### src/rtl/prisoner_attempt_sequencer_if.sv
// prisoner_attempt_sequencer_if: command/response bundle between the attempt sequencer and the prisoner responder
interface prisoner_attempt_sequencer_if;
  logic start;
  logic [31:0] cfg_key;
  logic [7:0] cfg_secret;
  logic [7:0] guess_base;
  logic [7:0] guess_step;
  logic [2:0] state_reg;
  logic [7:0] input_data;
  logic [31:0] guard_key;
  logic attempted;
  logic fail;
  logic busy;
  logic done;
  logic success;
  logic timeout_err;
  logic [7:0] attempt_count;
  logic [7:0] found_data;
  modport master (
    input start, cfg_key, cfg_secret, guess_base, guess_step, attempted, fail,
    output state_reg, input_data, guard_key, busy, done, success, timeout_err, attempt_count, found_data
  );
  modport slave (
    output start, cfg_key, cfg_secret, guess_base, guess_step, attempted, fail,
    input state_reg, input_data, guard_key, busy, done, success, timeout_err, attempt_count, found_data
  );
endinterface

### src/rtl/prisoner_attempt_sequencer.sv
// prisoner_attempt_sequencer: drives LOAD then HOLD/ATTEMPT guesses into the prisoner responder until match, exhaustion or timeout
module prisoner_attempt_sequencer #(
  parameter int MAX_ATTEMPTS = 16,
  parameter int HOLD_CYCLES = 1,
  parameter int RESP_TIMEOUT = 4
) (
  input logic clk,
  input logic rst_n,
  prisoner_attempt_sequencer_if.master bus
);
  localparam logic [2:0] S_IDLE = 3'd0, S_LOAD = 3'd1, S_HOLD = 3'd2, S_ATTEMPT = 3'd3, S_WAIT = 3'd4, S_DONE = 3'd5;
  localparam logic [2:0] C_IDLE = 3'b000, C_LOAD = 3'b001, C_HOLD = 3'b100, C_ATTEMPT = 3'b010;
  localparam int HW = $clog2(HOLD_CYCLES + 1);
  localparam int TW = $clog2(RESP_TIMEOUT + 1);
  logic [2:0] fsm;
  logic [7:0] guess;
  logic [7:0] step;
  logic [HW-1:0] hold_cnt;
  logic [TW-1:0] wait_cnt;
  logic match;
  logic last;
  logic fin;
  always_comb begin
    match = bus.attempted && !bus.fail;
    last = bus.attempt_count == 8'(MAX_ATTEMPTS);
    fin = fsm == S_WAIT && (bus.attempted ? (match || last) : wait_cnt == TW'(RESP_TIMEOUT - 1));
  end
  // Outputs are loaded on the edge that enters each state, so the command code is visible for that state's whole duration.
  always_ff @(posedge clk or negedge rst_n) begin
    if (!rst_n) begin
      fsm <= S_IDLE;
      guess <= '0;
      step <= '0;
      hold_cnt <= '0;
      wait_cnt <= '0;
      bus.state_reg <= C_IDLE;
      bus.input_data <= '0;
      bus.guard_key <= '0;
      bus.busy <= 1'b0;
      bus.done <= 1'b0;
      bus.success <= 1'b0;
      bus.timeout_err <= 1'b0;
      bus.attempt_count <= '0;
      bus.found_data <= '0;
    end else begin
      bus.done <= 1'b0;
      case (fsm)
        S_IDLE: if (bus.start) begin
          fsm <= S_LOAD;
          guess <= bus.guess_base;
          step <= bus.guess_step;
          bus.busy <= 1'b1;
          bus.state_reg <= C_LOAD;
          bus.guard_key <= bus.cfg_key;
          bus.input_data <= bus.cfg_secret;
          bus.success <= 1'b0;
          bus.timeout_err <= 1'b0;
          bus.attempt_count <= '0;
          bus.found_data <= '0;
        end
        S_LOAD: begin
          fsm <= S_HOLD;
          hold_cnt <= '0;
          bus.state_reg <= C_HOLD;
        end
        S_HOLD: if (hold_cnt == HW'(HOLD_CYCLES - 1)) begin
          fsm <= S_ATTEMPT;
          bus.state_reg <= C_ATTEMPT;
          bus.input_data <= guess;
          bus.attempt_count <= bus.attempt_count + 8'd1;
        end else hold_cnt <= hold_cnt + HW'(1);
        S_ATTEMPT: begin
          fsm <= S_WAIT;
          wait_cnt <= '0;
          bus.state_reg <= C_HOLD;
        end
        S_WAIT: if (fin) begin
          fsm <= S_DONE;
          bus.done <= 1'b1;
          bus.busy <= 1'b0;
          bus.state_reg <= C_IDLE;
          bus.guard_key <= '0;
          bus.success <= match;
          bus.timeout_err <= !bus.attempted;
          bus.found_data <= match ? guess : 8'h00;
        end else if (bus.attempted) begin
          fsm <= S_HOLD;
          hold_cnt <= '0;
          guess <= guess + step;
        end else wait_cnt <= wait_cnt + TW'(1);
        default: fsm <= S_IDLE;
      endcase
    end
  end
endmodule
### src/flat_wrapper.sv
// flat-port wrapper written by rule: the top's interface ports become plain ports
module prisoner_attempt_sequencer_flat 
#(
  parameter int MAX_ATTEMPTS = 16,
  parameter int HOLD_CYCLES = 1,
  parameter int RESP_TIMEOUT = 4
)
  (clk, rst_n, bus_start, bus_cfg_key, bus_cfg_secret, bus_guess_base, bus_guess_step, bus_attempted, bus_fail, bus_state_reg, bus_input_data, bus_guard_key, bus_busy, bus_done, bus_success, bus_timeout_err, bus_attempt_count, bus_found_data);
  prisoner_attempt_sequencer_if bus_i ();
  input logic clk;
  input logic rst_n;
  input wire logic [$bits(bus_i.start)-1:0] bus_start;
  input wire logic [$bits(bus_i.cfg_key)-1:0] bus_cfg_key;
  input wire logic [$bits(bus_i.cfg_secret)-1:0] bus_cfg_secret;
  input wire logic [$bits(bus_i.guess_base)-1:0] bus_guess_base;
  input wire logic [$bits(bus_i.guess_step)-1:0] bus_guess_step;
  input wire logic [$bits(bus_i.attempted)-1:0] bus_attempted;
  input wire logic [$bits(bus_i.fail)-1:0] bus_fail;
  output wire logic [$bits(bus_i.state_reg)-1:0] bus_state_reg;
  output wire logic [$bits(bus_i.input_data)-1:0] bus_input_data;
  output wire logic [$bits(bus_i.guard_key)-1:0] bus_guard_key;
  output wire logic [$bits(bus_i.busy)-1:0] bus_busy;
  output wire logic [$bits(bus_i.done)-1:0] bus_done;
  output wire logic [$bits(bus_i.success)-1:0] bus_success;
  output wire logic [$bits(bus_i.timeout_err)-1:0] bus_timeout_err;
  output wire logic [$bits(bus_i.attempt_count)-1:0] bus_attempt_count;
  output wire logic [$bits(bus_i.found_data)-1:0] bus_found_data;
  assign bus_i.start = bus_start;
  assign bus_i.cfg_key = bus_cfg_key;
  assign bus_i.cfg_secret = bus_cfg_secret;
  assign bus_i.guess_base = bus_guess_base;
  assign bus_i.guess_step = bus_guess_step;
  assign bus_i.attempted = bus_attempted;
  assign bus_i.fail = bus_fail;
  assign bus_state_reg = bus_i.state_reg;
  assign bus_input_data = bus_i.input_data;
  assign bus_guard_key = bus_i.guard_key;
  assign bus_busy = bus_i.busy;
  assign bus_done = bus_i.done;
  assign bus_success = bus_i.success;
  assign bus_timeout_err = bus_i.timeout_err;
  assign bus_attempt_count = bus_i.attempt_count;
  assign bus_found_data = bus_i.found_data;
  prisoner_attempt_sequencer #(.MAX_ATTEMPTS(MAX_ATTEMPTS), .HOLD_CYCLES(HOLD_CYCLES), .RESP_TIMEOUT(RESP_TIMEOUT)) u_core (.clk(clk), .rst_n(rst_n), .bus(bus_i));
endmodule
### config.mk
export PLATFORM = sky130hd
export DESIGN_NAME = prisoner_attempt_sequencer_flat
export DESIGN_NICKNAME = d
export VERILOG_FILES = /design/src/rtl/prisoner_attempt_sequencer_if.sv /design/src/rtl/prisoner_attempt_sequencer.sv /design/src/flat_wrapper.sv
export SDC_FILE = /design/constraint.sdc
export NUM_CORES = 1
export LEC_CHECK = 0
export CAP_MARGIN = 15
export CORE_MARGIN = 5
export CORE_UTILIZATION = 35
export CTS_BUF_LIST = sky130_fd_sc_hd__clkbuf_4 sky130_fd_sc_hd__clkbuf_8 sky130_fd_sc_hd__clkbuf_16
export DETAILED_ROUTE_END_ITERATION = 8
export PLACE_DENSITY_LB_ADDON = 0.08
export SYNTH_ARGS = -nofsm -noshare
export SYNTH_HDL_FRONTEND = slang
export SYNTH_SLANG_ARGS = --single-unit
### constraint.sdc
create_clock -name clk -period 3.1 [get_ports clk]
set_input_delay 0.31 -clock clk [delete_from_list [all_inputs] [get_ports clk]]
set_output_delay 0.31 -clock clk [all_outputs]
set_load 0.01 [all_outputs]
==> results.py <==
metrics = {
    "timing": {
        "hold_viol_final": 0,
        "slew_headroom_pct": 62.4,
        "period_share_pct": 71.5,
        "post-route-min-period_ns": 2.22,
        "tns_ns": 0,
        "max_freq_mhz": 451,
        "maxSlewViolCount": 0,
        "setup_viol": 0,
        "hold_ws_ns": 0.476,
        "finalClockSkew_ns": 0.0147,
        "grt_setup_unrepaired": "false",
        "worst_pin_slew_ns": 0.562,
    },
    "power": {
        "ir_drop_mv": 0.382,
        "total_power_mw": 5.36,
        "p_sw_mw": 2.05,
        "p_per_area_nw_per_um2": 984,
        "power_frac_seq_pct": 36.8,
        "internal-power_mw": 3.31,
        "leakage_nw": 2.43,
        "comb_power_share_pct": 48.0,
        "pwr-share-clk_pct": 15.3,
        "p_sw_share_pct": 38.2,
    },
    "synthesis": {
        "yosys.area.top_type": "dfrtp_1",
        "synth_flop_cell": "dfrtp_1",
        "synth_edf_count": 0,
        "yosysMostFrequentCell": "dfrtp_1",
        "synth_top_area_share_pct": 55.1,
        "mappedNetlistNets": 425,
        "netlist_top_cells_area": "dfrtp_1, a22o_1, nand2_1",
        "netlist-cell-type-count": 49,
        "avgSynthCellArea_um2": 11.0,
        "synthTopCellsByCount": "dfrtp_1, nand2_1, a22o_1",
        "syn_area_um2": 3860,
        "synth_cells": 352,
        "yosysWarnings": 0,
        "synth-seq-area-share_pct": 55.1,
        "synth_seq_cells": 85,
        "async_flop_share_pct": 100,
    },
    "die": {
        "initial_utilization_pct": 35.6,
        "rows": 38,
        "dieArea_um2": 13200,
        "pin_count": 124,
        "die_h_um": 115,
        "die_w_um": 115,
        "core_um2": 10800,
    },
    "detailed_routing": {
        "drt_iter0_drc": 182,
        "ant_nets": 0,
        "wl_per_cell_um": 17.1,
        "viasPerCell": 5.10,
        "drt_pass1_iterations": 4,
        "remaining_drc_errors": 0,
        "num_vias": 3164,
        "wl_um": 10600,
    },
    "global_route": {
        "grt_pass1_vias": 3236,
        "grt_pass1_wl_um": 17200,
        "grt_remaining_overflow": 0,
        "grt_max_degree": 43,
        "antenna_found_initial": 0,
        "track_usage_pct": 16.4,
    },
    "final_layout": {
        "drive_gt1_share_pct": 7.28,
        "fin_util_pct": 50.2,
        "largest_reg_flops": 32,
        "syn_to_final_growth_pct": 41.0,
        "fill_cells": 1004,
        "largest-register": "u_core.bus.guard_key",
        "fin_area_um2": 5440,
        "antenna_cells": 0,
        "nets": 549,
    },
    "clocking": {
        "insertion_delay_ns": 0.35,
        "path_clk_slew_ns": 0.09,
        "cts.path.max_buffers": 2,
        "cts-root-buf": "clkbuf_8",
        "cts_hold_buf": 1,
        "cts-resized-gates": 0,
        "cts_sinks": 85,
        "htreeDepth": 3,
        "cts_tree": "done",
        "numCtsBuffers": 9,
        "cts.repair_timing.setup_buffer_count": 0,
    },
    "min_path": {
        "hold_depth": 3,
        "worstHoldPathType": "primary input to register",
    },
    "worst_setup_path": {
        "cp_slowest_cell": "dfrtp_1",
        "r2r_cells": 7,
        "critical-path-max-stage-delay_ns": 0.46,
        "critical_path_required_ns": 3.39,
        "worstPathArrival_ns": 2.50,
        "start_kind": "register",
        "crit_chain": "inv_1 -> ha_1 -> nor4bb_4 -> a221oi_4 -> a21o_1 -> buf_4 -> a22o_1",
        "cp_top_family": "compound AO/OA/AOI/OAI gates",
        "worst-path-stages": 7,
        "crit_path_max_fanout": 42,
        "critPathBufInv": 2,
        "endpoint_kind": "register",
        "critical_path_class": "register to register",
    },
    "place": {
        "io_buffers": 123,
        "placed_cell_area_um2": 5230,
        "dp_hpwl_um": 7570,
        "place_congestion": 0.758,
    },
    "run_status": {
        "status": "complete, no violations",
    },
    "job": {
        "maxCapViolations": 0,
    },
}
[routing by layer]
| layer | vias to the layer above | GRT usage [%] | share of wire, % |
|---|---|---|---|
| li1 | 1519 | - | - |
| met1 | 1517 | 23.1 | 47 |
| met2 | 122 | 24.7 | 44 |
| met3 | 6 | 4.95 | 7.5 |
| met4 | 0 | 4.07 | 1.1 |
| met5 | - | 0 | 0 |
[final timing paths]
| path | startpoint | to | slack [ns] |
|---|---|---|---|
| worst max-delay path | u_core.bus.attempt_count[0] | u_core.bus.guard_key[13] | 0.88 |
| worst min-delay path | bus_guess_step[4] | u_core.step[4] | 0.48 |
| worst max register to register | u_core.bus.attempt_count[0] | u_core.bus.guard_key[13] | 0.88 |
| worst min register to register | u_core.bus.input_data[7] | u_core.bus.input_data[7] | 0.49 |
| max in group asynchronous | rst_n | u_core.fsm[1] | 1.86 |
| min in group asynchronous | rst_n | u_core.bus.guard_key[11] | 0.49 |
[placed cells by master (no fill, tap or decap), drive strengths merged, types with 5 or more instances in the layout]
master         synthesis  layout
clkdlybuf4s50          0     122
dfrtp                 85      85
nand2                 59      59
a22o                  43      43
nor2                  20      20
o21ai                 15      15
inv                   11      14
a21oi                 11      11
ha                    11      11
buf                   15      11
clkbuf                 6       9
o22ai                  6       6
a31oi                  5       5
a22oi                  5       5
[worst register-to-register path, cell delays in order (launching register included)]
cell and delay, ns:
dfrtp_1 0.46, inv_1 0.11, ha_1 0.23, nor4bb_4 0.18, a221oi_4 0.38, a21o_1 0.17, buf_4 0.39, a22o_1 0.25
[area by class of cell]
| type | count | area, um2 | share of cell area (%) |
|---|---|---|---|
| clock buffer | 9 | 124 | 2.28 |
| clock inverter | 7 | 81.3 | 1.49 |
| inverter | 11 | 41.3 | 0.759 |
| multi-input combinational | 235 | 1580 | 29.0 |
| sequential | 85 | 2130 | 39.1 |
| tap | 140 | 175 | 3.22 |
| timing repair buffer | 134 | 1310 | 24.1 |
[cells by family after synthesis]
family | after synthesis | synth area share, %
compound gates | 106 | 20.7
xor+xnor | 5 | 1.13
fa+ha+maj | 12 | 4.08
buf+inv | 32 | 4.18
flops | 85 | 55.1
mux | 5 | 1.33
simple gates | 107 | 13.5
[through the flow]
step | setup slack, ns | cells
CTS | 0.832 | 621
detailed placement | 0.638 | 604
floorplan | 1.19 | 352
finish | 0.884 | 621
global placement | 0.718 | 604
global route | 0.676 | 621
[power groups by stage]
stage / combinational (mW) / clock (mW) / sequential (mW)
final: 2.57 / 0.819 / 1.97
after floorplan: 1.43 / 0 / 2.01
after global routing: 2.85 / 0.904 / 2.04
after CTS: 2.62 / 0.854 / 1.97
after detailed placement: 2.60 / 0 / 1.99
after global placement: 2.56 / 0 / 1.99
(Power assumes the default switching activity.)
